## src/rtl/debug_mem_loader_pkg.sv

```systemverilog
// Shared definitions for the debug memory loader: FSM encoding and field widths.
package debug_mem_loader_pkg;

   localparam int LOAD_BYTES = 4;
   localparam int ADDR_W     = 15;
   localparam int REG_ADDR_W = 5;

   typedef enum logic [2:0] {
      ST_IDLE,
      ST_COLLECT,
      ST_READY,
      ST_WRITE,
      ST_DONE
   } state_t;

endpackage

```

## src/rtl/debug_mem_loader_btn_edge_detect.sv

```systemverilog
// Rising-edge detector for a debounced button level; history resets high so a
// button held through reset must be released before it can act.
module btn_edge_detect (
   input  logic clk,
   input  logic rst,
   input  logic btn,
   output logic rise
);

   logic btn_prev;

   always_ff @(posedge clk) begin
      if (rst) btn_prev <= 1'b1;
      else     btn_prev <= btn;
   end

   assign rise = btn & ~btn_prev;

endmodule

```

## src/rtl/debug_mem_loader.sv

```systemverilog
// Debug loader: assembles a 32-bit word from four switch bytes and writes it to
// data memory or the register file while the CPU is halted.
//
// state      | meaning
// -----------+-----------------------------------------------------------
// ST_IDLE    | loader disabled (en=0), nothing captured
// ST_COLLECT | shifting in bytes on load presses, commit ignored
// ST_READY   | four bytes held, waiting for commit, loads ignored
// ST_WRITE   | single strobe cycle to the selected target
// ST_DONE    | one-cycle completion pulse, then back to collecting
module debug_mem_loader
   import debug_mem_loader_pkg::*;
(
   input  logic        clk,
   input  logic        rst,
   input  logic        en,
   input  logic        reg_data,
   input  logic [14:0] switch,
   input  logic        btn_load,
   input  logic        btn_commit,
   output logic [31:0] wr_addr,
   output logic [31:0] wr_data,
   output logic        data_we,
   output logic        reg_we,
   output logic [1:0]  byte_idx,
   output logic        ready,
   output logic        done,
   output logic [3:0]  sev_seg_1,
   output logic [3:0]  sev_seg_2
);

   state_t state, state_nxt;
   logic   load_rise, commit_rise;
   logic   reg_sel;

   btn_edge_detect u_load_edge (
      .clk  (clk),
      .rst  (rst),
      .btn  (btn_load),
      .rise (load_rise)
   );

   btn_edge_detect u_commit_edge (
      .clk  (clk),
      .rst  (rst),
      .btn  (btn_commit),
      .rise (commit_rise)
   );

   always_ff @(posedge clk) begin
      if (rst) state <= ST_IDLE;
      else     state <= state_nxt;
   end

   always_comb begin
      state_nxt = state;
      ready     = 1'b0;
      done      = 1'b0;
      data_we   = 1'b0;
      reg_we    = 1'b0;
      case (state)
         ST_IDLE:    state_nxt = ST_COLLECT;
         ST_COLLECT: if (load_rise && byte_idx == 2'(LOAD_BYTES - 1)) state_nxt = ST_READY;
         ST_READY: begin
            ready = 1'b1;
            if (commit_rise) state_nxt = ST_WRITE;
         end
         ST_WRITE: begin
            // strobes are gated by en so dropping en kills them immediately
            data_we   = en & ~reg_sel;
            reg_we    = en & reg_sel & (wr_addr[REG_ADDR_W-1:0] != '0);
            state_nxt = ST_DONE;
         end
         ST_DONE: begin
            done      = 1'b1;
            state_nxt = ST_COLLECT;
         end
         default:    state_nxt = ST_IDLE;
      endcase
      if (!en) state_nxt = ST_IDLE;
   end

   always_ff @(posedge clk) begin
      if (rst) begin
         wr_addr   <= '0;
         wr_data   <= '0;
         byte_idx  <= '0;
         reg_sel   <= 1'b0;
         sev_seg_1 <= '0;
         sev_seg_2 <= '0;
      end else if (!en) begin
         byte_idx <= '0;
      end else begin
         case (state)
            ST_IDLE, ST_DONE: byte_idx <= '0;
            ST_COLLECT: begin
               if (load_rise) begin
                  wr_data   <= {wr_data[23:0], switch[7:0]};
                  byte_idx  <= byte_idx + 2'd1;
                  sev_seg_1 <= switch[3:0];
                  sev_seg_2 <= switch[7:4];
               end
            end
            ST_READY: begin
               if (commit_rise) begin
                  reg_sel <= reg_data;
                  wr_addr <= reg_data ? 32'(switch[REG_ADDR_W-1:0]) : 32'(switch[ADDR_W-1:0]);
               end
            end
            default: ;
         endcase
      end
   end

endmodule

```

## config.mk

```make
export PLATFORM = sky130hd
export DESIGN_NAME = debug_mem_loader
export DESIGN_NICKNAME = d
export VERILOG_FILES = /design/src/rtl/debug_mem_loader_pkg.sv /design/src/rtl/debug_mem_loader_btn_edge_detect.sv /design/src/rtl/debug_mem_loader.sv
export SDC_FILE = /design/constraint.sdc
export NUM_CORES = 1
export LEC_CHECK = 0
export ABC_AREA = 1
export CAP_MARGIN = 20
export CORE_UTILIZATION = 45
export CTS_BUF_LIST = sky130_fd_sc_hd__clkbuf_8
export CTS_CLUSTER_DIAMETER = 60
export DETAILED_ROUTE_END_ITERATION = 10
export HOLD_SLACK_MARGIN = 0.12
export PLACE_DENSITY = 0.83
export SETUP_SLACK_MARGIN = 0.1
export SYNTH_ARGS = -nofsm -noshare
export SYNTH_HDL_FRONTEND = slang
export SYNTH_SLANG_ARGS = --single-unit
export TNS_END_PERCENT = 5
```

## constraint.sdc

```tcl
create_clock -name clk -period 1.48 [get_ports clk]
set_input_delay 0.296 -clock clk [delete_from_list [all_inputs] [get_ports clk]]
set_output_delay 0.296 -clock clk [all_outputs]
set_load 0.02 [all_outputs]
```

==> metrics <==
H-Tree Depth=2; gr usage total=18.9%; die width=76.0 um; top cells by area, synth=dfxtp_1, nor2_1, nand2_1; setup slack, reg-to-reg=0.06 ns; max incr delay on CP=0.34 ns; Final Hold Fails=0; Vias=2281; initial antenna violation count=0; outcome=completed; RSZ-0062 raised after global routing=true; ant diodes=0; total CTS buffers=5; Yosys Warn Count=0; ANT nets after route=0; synthesized cell area=2470 um2; asr flop ratio synth=0%; nets@finish=475; Setup crit start kind=flop; first-pass GRT wire length=9030 um; clk buf depth=2; Initial Utilization=47.4%; Filler cells=471; Seq/Total Area, Yosys=44.6%; postcts setup bufs=0; gpl congestion=0.746; core area=5200 um2; Min-Delay Path Class=flop to flop; Clock Tree Root=clkbuf_8; post-layout minimum cycle time=1.45 ns; final setup violating endpoints=0; routed len/inst=10.5 um; CTS tree=done; Main synth FF type=dfxtp_1; Worst Path Class, Setup=flop to output port; Starting DRT DRC Count=93; reg2reg start=state[1]; power density over the cells=756 nW/um2; Hold WS=0.486 ns; Max Fclk=689 MHz; largest net degree at the start of global routing=50; crit path max fanout=3; IO Port Bufs=81; hold path cells=2; Arr. time, crit path=1.16 ns; Synth cell types=22; Synth Instances=364; dpl hpwl=3950 um; Commonest cells post-synth=nor2_1, nand2_1, dfxtp_1; crit path capture type=output port; Avg Inst Size Synth=6.78 um2; area grow syn2layout=42.5%; Overflow after GRT=0; Clock Skew=0.00501 ns; maximum vdd drop=0.411 mV; clk sinks=55; top-count cell post-synth=nor2_1; Rows=26; Worst Path Buf+Inv=2; post-place setup slack=-0.508 ns; critical path's slowest cell=dfxtp_2; Clock Pin Slew Worst Setup and Hold Paths=0.10 ns; critical path cell sequence=inv_2 > nand3_4 > nor3_2 > buf_4; Clock Latency Late Sink=0.30 ns; Max-Cap Viols=0; vias in the first global route=2028; CP required=1.18 ns; Reg2Reg Capture Point=wr_data[25]; Synth area leader=dfxtp_1; die height=76.0 um; crit share post-route=98.1%; Worst Reg2Reg Path Length in Cells=9; I/O pin count=99; Total Routed Length=5480 um; EDFF count, synth=0; share of cells above drive strength 1=14.8%; leakage power=1.72 nW; drt drc=0; top cell family by delay on the critical path=flip-flops; Hold Path End=wr_data[29]; share of the synthesized area in the top cell type=44.6%; worst setup margin=0.0287 ns; Slew Viols, Final=0; hold_sp=wr_data[29]; Vias/cell=4.35; Die ar.=5780 um2; Yosys reg bits=55; first drt pass iteration count=5
kinds of logic (layout without fill, tap and decap cells):
logic type / count (synthesis) / after routing / synth area share (%)
AOI/OAI and AO/OA: 24 / 24 / 4.97
other: 1 / 17 / 0.152
adders and majority gates: 1 / 1 / 0.507
and+or+nand+nor: 198 / 198 / 31.8
buffers and inverters: 85 / 159 / 18.0
DFF: 55 / 55 / 44.6
layer usage:
layer  global-route usage, %  routed length [um]  vias to the layer above
li1                        -                   -                     1215
met1                    22.5                2400                      990
met2                    33.7                2750                       72
met3                    5.15                 319                        4
met4                    4.62                  10                        0
met5                       0                   0                        -
how the worst max path moves through the flow:
stage | cells past startpoint | start | slack (ns) | end
3_3_place_gp | 4 | en | -0.45 | data_we
2_1_floorplan | 3 | state[2] | 0.22 | data_we
4_1_cts | 4 | state[2] | -0.01 | reg_we
6_report | 4 | state[2] | 0.03 | data_we
5_1_grt | 4 | state[2] | -0.03 | reg_we
3_5_place_dp | 4 | en | -0.51 | data_we
metrics by stage:
step | instances | power (mW) | cell area [um2] | TNS, ns | util, %
4_1_cts | 523 | 2.68 | 3470 | -0.0127 | 66.7
5_1_grt | 524 | 2.79 | 3520 | -0.0644 | 67.5
3_3_place_gp | 515 | 1.85 | 3400 | -8.64 | 65.2
6_report | 524 | 2.66 | 3520 | 0 | 67.5
2_1_floorplan | 380 | 1.75 | 2530 | 0 | -
3_5_place_dp | 515 | 1.86 | 3400 | -9.83 | 65.2
cells in the final DEF, fill, tap and decap left out, drive strengths merged:
cell type and count:
ha 1, nor3 3, dlygate4sd2 42, clkbuf 7
buf 28, inv 46, a211oi 1, conb 17
nand3 7, nand2 82, or2 1, dfxtp 55
nand4 1, clkdlybuf4s15 14, o21ai 13, clkinv 3
clkdlybuf4s50 19, nor2 104, a21oi 10
where the power goes:
group	total [mW]	switching [mW]	internal (mW)	leakage, nW
sequential	1.51	0.0152	1.50	0.447
combinational	0.312	0.181	0.131	1.22
clock	0.831	0.496	0.335	0.0483
total	2.66	0.693	1.96	1.72
cell type report:
type,instances,area [um2],area share [%]
clock buffer,5,68.8,1.96
clock inverter,3,18.8,0.534
inverter,46,175,4.98
multi-input combinational,240,1050,29.8
sequential,55,1110,31.5
tap,70,87.6,2.49
timing repair buffer,105,1010,28.8
sequential cells by signal, indices dropped and copies added (netlist names):
register / flops
byte_idx: 2
state: 3
wr_addr: 15
u_commit_edge.btn_prev: 1
wr_data: 32
u_load_edge.btn_prev: 1
reg_sel: 1
what timing repair did:
| item | CTS | global route |
|---|---|---|
| cloned | 0 | 1 |
| endpoints found under the setup margin | 75 | 67 |
| endpoints found under the hold margin | 0 | 0 |
| pin swaps | 3 | 3 |
| gates resized for setup | 104 | 27 |
| hold buffers | 0 | 0 |
tightest hold or removal path, cell delays in order (launching register included):
cell and delay (ns):
dfxtp_1 0.32, nor2_1 0.09, nor2_1 0.05
(Power assumes the default switching activity.)
==> edit, RTL diff (same settings) <==
Set the package constant `REG_ADDR_W` to 6 (it was 5).
--- a/src/rtl/debug_mem_loader_pkg.sv
+++ b/src/rtl/debug_mem_loader_pkg.sv
@@ -3,7 +3,7 @@
 
    localparam int LOAD_BYTES = 4;
    localparam int ADDR_W     = 15;
-   localparam int REG_ADDR_W = 5;
+   localparam int REG_ADDR_W = 6;
 
    typedef enum logic [2:0] {
       ST_IDLE,
Function: changed (a bounded check fails within 10 cycles, from zero or initial values and one cycle with rst high).
==> edit against the unedited design <==
Largest cell class is now multi-input gates. Non-clock buffer count increased by 4. Sequential cell count did not move. Worst setup slack got worse by 0.083 ns. The flow now finishes with violations (setup timing). Wire length up 13%. Synthesized area increased by 2.1%. Design area is 6.3% higher. Power increased by 13%.
==> edit: results (changes against the unedited design) <==
* Clock buffer depth at 2 (unchanged)
* H-tree depth at 2 (unchanged)
* Num CTS Buffers at 5 (unchanged)
* Status: finished, violations left (was completed)
* Final worst slack at -0.0546 ns (was 0.0287 ns)
* Max-slew violations at 0 (unchanged)
* Iteration count of the initial detailed-routing pass at 4 (was 5)
* Port bufs at 81 (unchanged)
* Global placer's final weighted congestion at 0.824 (was 0.746)
* Synth warnings at 0 (unchanged)
* N_diodes at 0 (unchanged)
* Vias at 2375 (was 2281)
* Routed Wire Length at 6170 µm (was 5480 µm)
* Maximum vdd drop at 0.000568 V (was 0.000411 V)
* Largest registers: wr_data x32, wr_addr x15, state x3 (unchanged)
* Setup violators final at 1 (was 0)
* First-pass GRT wire length at 9450 µm (was 9030 µm)
* Vias in the first global route at 2136 (was 2028)
* Dpl hpwl at 3920 µm (was 3950 µm)
* CTS root buf: clkbuf_8 (unchanged)
* Cell variety after synth at 25 (was 22)
* Worst slack at placement at -0.523 ns (was -0.508 ns)
* Violations in the final reports: setup timing
* Post-synthesis cell count at 364 (unchanged)
* Share of flip-flops with an asynchronous set or reset at 0% (unchanged)
* Max reg flops at 32 (unchanged)
* Sequential share of the synthesized area at 43.7% (was 44.6%)
* Synth top area cells: dfxtp_1 44%, nor2_1 15%, nand2_1 12% (was dfxtp_1 45%, nor2_1 16%, nand2_1 12%)
* Placed insts at 518 (was 515)
* Worst min path class: register to register (unchanged)
* Clock-pin slew on the worst setup and hold paths at 0.10 ns (about the same)
* Clock Skews at 0.00800 ns (was 0.00501 ns)
* Arr. time, crit path at 1.24 ns (was 1.16 ns)
* Ys flop type: dfxtp_1 (unchanged)
* Max FO, Critical Path at 2 (was 3)
* Net total in the final layout at 480 (was 475)
* GRT Total Usage at 19.5% (was 18.9%)
* Initial antenna violation count at 0 (unchanged)
* CP peak stage delay at 0.32 ns (was 0.34 ns)
* DP Area at 3410 µm² (was 3400 µm²)
* Share of layout cells above drive strength 1 at 24.2% (was 14.8%)
* Post-synth top cells: 102 x nor2_1, 80 x nand2_1, 55 x dfxtp_1, 40 x inv_1, 26 x buf_4 (was 102 x nor2_1, 82 x nand2_1, 55 x dfxtp_1, 41 x inv_1, 32 x buf_4)
* Slowest stage cell, crit path: dfxtp_1 (was dfxtp_2)
* Pleak at 0.00186 µW (was 0.00172 µW)
* DR iter-0 viols at 75 (was 93)
* NetSw at 700 µW (was 693 µW)
* Largest net degree at the start of global routing at 35 (was 50)
* Vias per inst at 4.49 (was 4.35)
* Worst-Skew Late Latency at 0.30 ns (about the same)
-- edit: changes by cell type in the layout (fill, tap and decap cells not counted), moves of 3 or more --
cell,change
buf_6,+3
nand2_1,-36
clkdlybuf4s15_1,-6
nand2_4,+14
nand2_2,+22
clkbuf_2,+6
-- edit: worst paths after layout --
path / cells after the start / start / endpoint / slack [ns]
worst min-delay path: 2 / wr_data[24] / wr_data[24] / 0.47
worst max register to register: 9 / state[1] / wr_data[21] / 0.05
worst min register to register: 2 / wr_data[24] / wr_data[24] / 0.47
worst max-delay path: 5 / wr_addr[4] / reg_we / -0.05
-- edit: worst max-delay path: cells and delay by family (launching register included) --
kind | cells | cell delay [ns]
buf+inv | 1 | 0.16
simple gates | 4 | 0.46
flops | 1 | 0.32
-- edit: cell families (layout without fill, tap and decap cells) --
logic type                 Yosys count  in the layout  synth area share [%]
AOI/OAI and AO/OA                   23             23                  4.57
adders and majority gates            1              1                 0.497
buffers and inverters               84            163                  18.6
DFF                                 55             55                  43.7
other                                1             17                 0.149
and+or+nand+nor                    200            200                  32.5
-- edit: area by class of cell --
type | count | area, µm²
fill | 455 | 1500
multi-input combinational | 241 | 1240
sequential | 55 | 1110
timing repair buffer | 109 | 992
inverter | 46 | 180
tap | 70 | 87.6
clock buffer | 5 | 68.8
clock inverter | 3 | 63.8
-- edit: metrics by stage --
step	utilization (%)	setup TNS, ns
6_report	71.4	-0.0546
5_1_grt	71.4	-0.174
4_1_cts	67.6	-0.0598
3_5_place_dp	65.1	-8.06
3_3_place_gp	65.1	-7.14
2_1_floorplan	-	0
-- edit: timing repair --
action	4_1_cts	5_1_grt
pin swaps	3	53
endpoints found under the setup margin	61	63
buffers inserted	2	1
hold endpoints to repair	0	0
hold buffers	0	0
gates resized for setup	105	83
-- edit: power by group through the flow --
stage	sequential (µW)	clock [µW]	combinational, µW
floorplan	1560	0	196
global route	1520	1240	382
finish	1510	1150	354
CTS	1510	1180	314
detailed placement	1550	0	316
global placement	1550	0	310
-- edit: layer usage --
| layer | track usage, % | vias to the layer above | routed length (µm) |
|---|---|---|---|
| met5 | 0 | - | 0 |
| met4 | 5.77 | 0 | 128 |
| met3 | 6.90 | 14 | 534 |
| met2 | 34.2 | 97 | 3080 |
| met1 | 22.1 | 1038 | 2430 |
| li1 | - | 1226 | - |
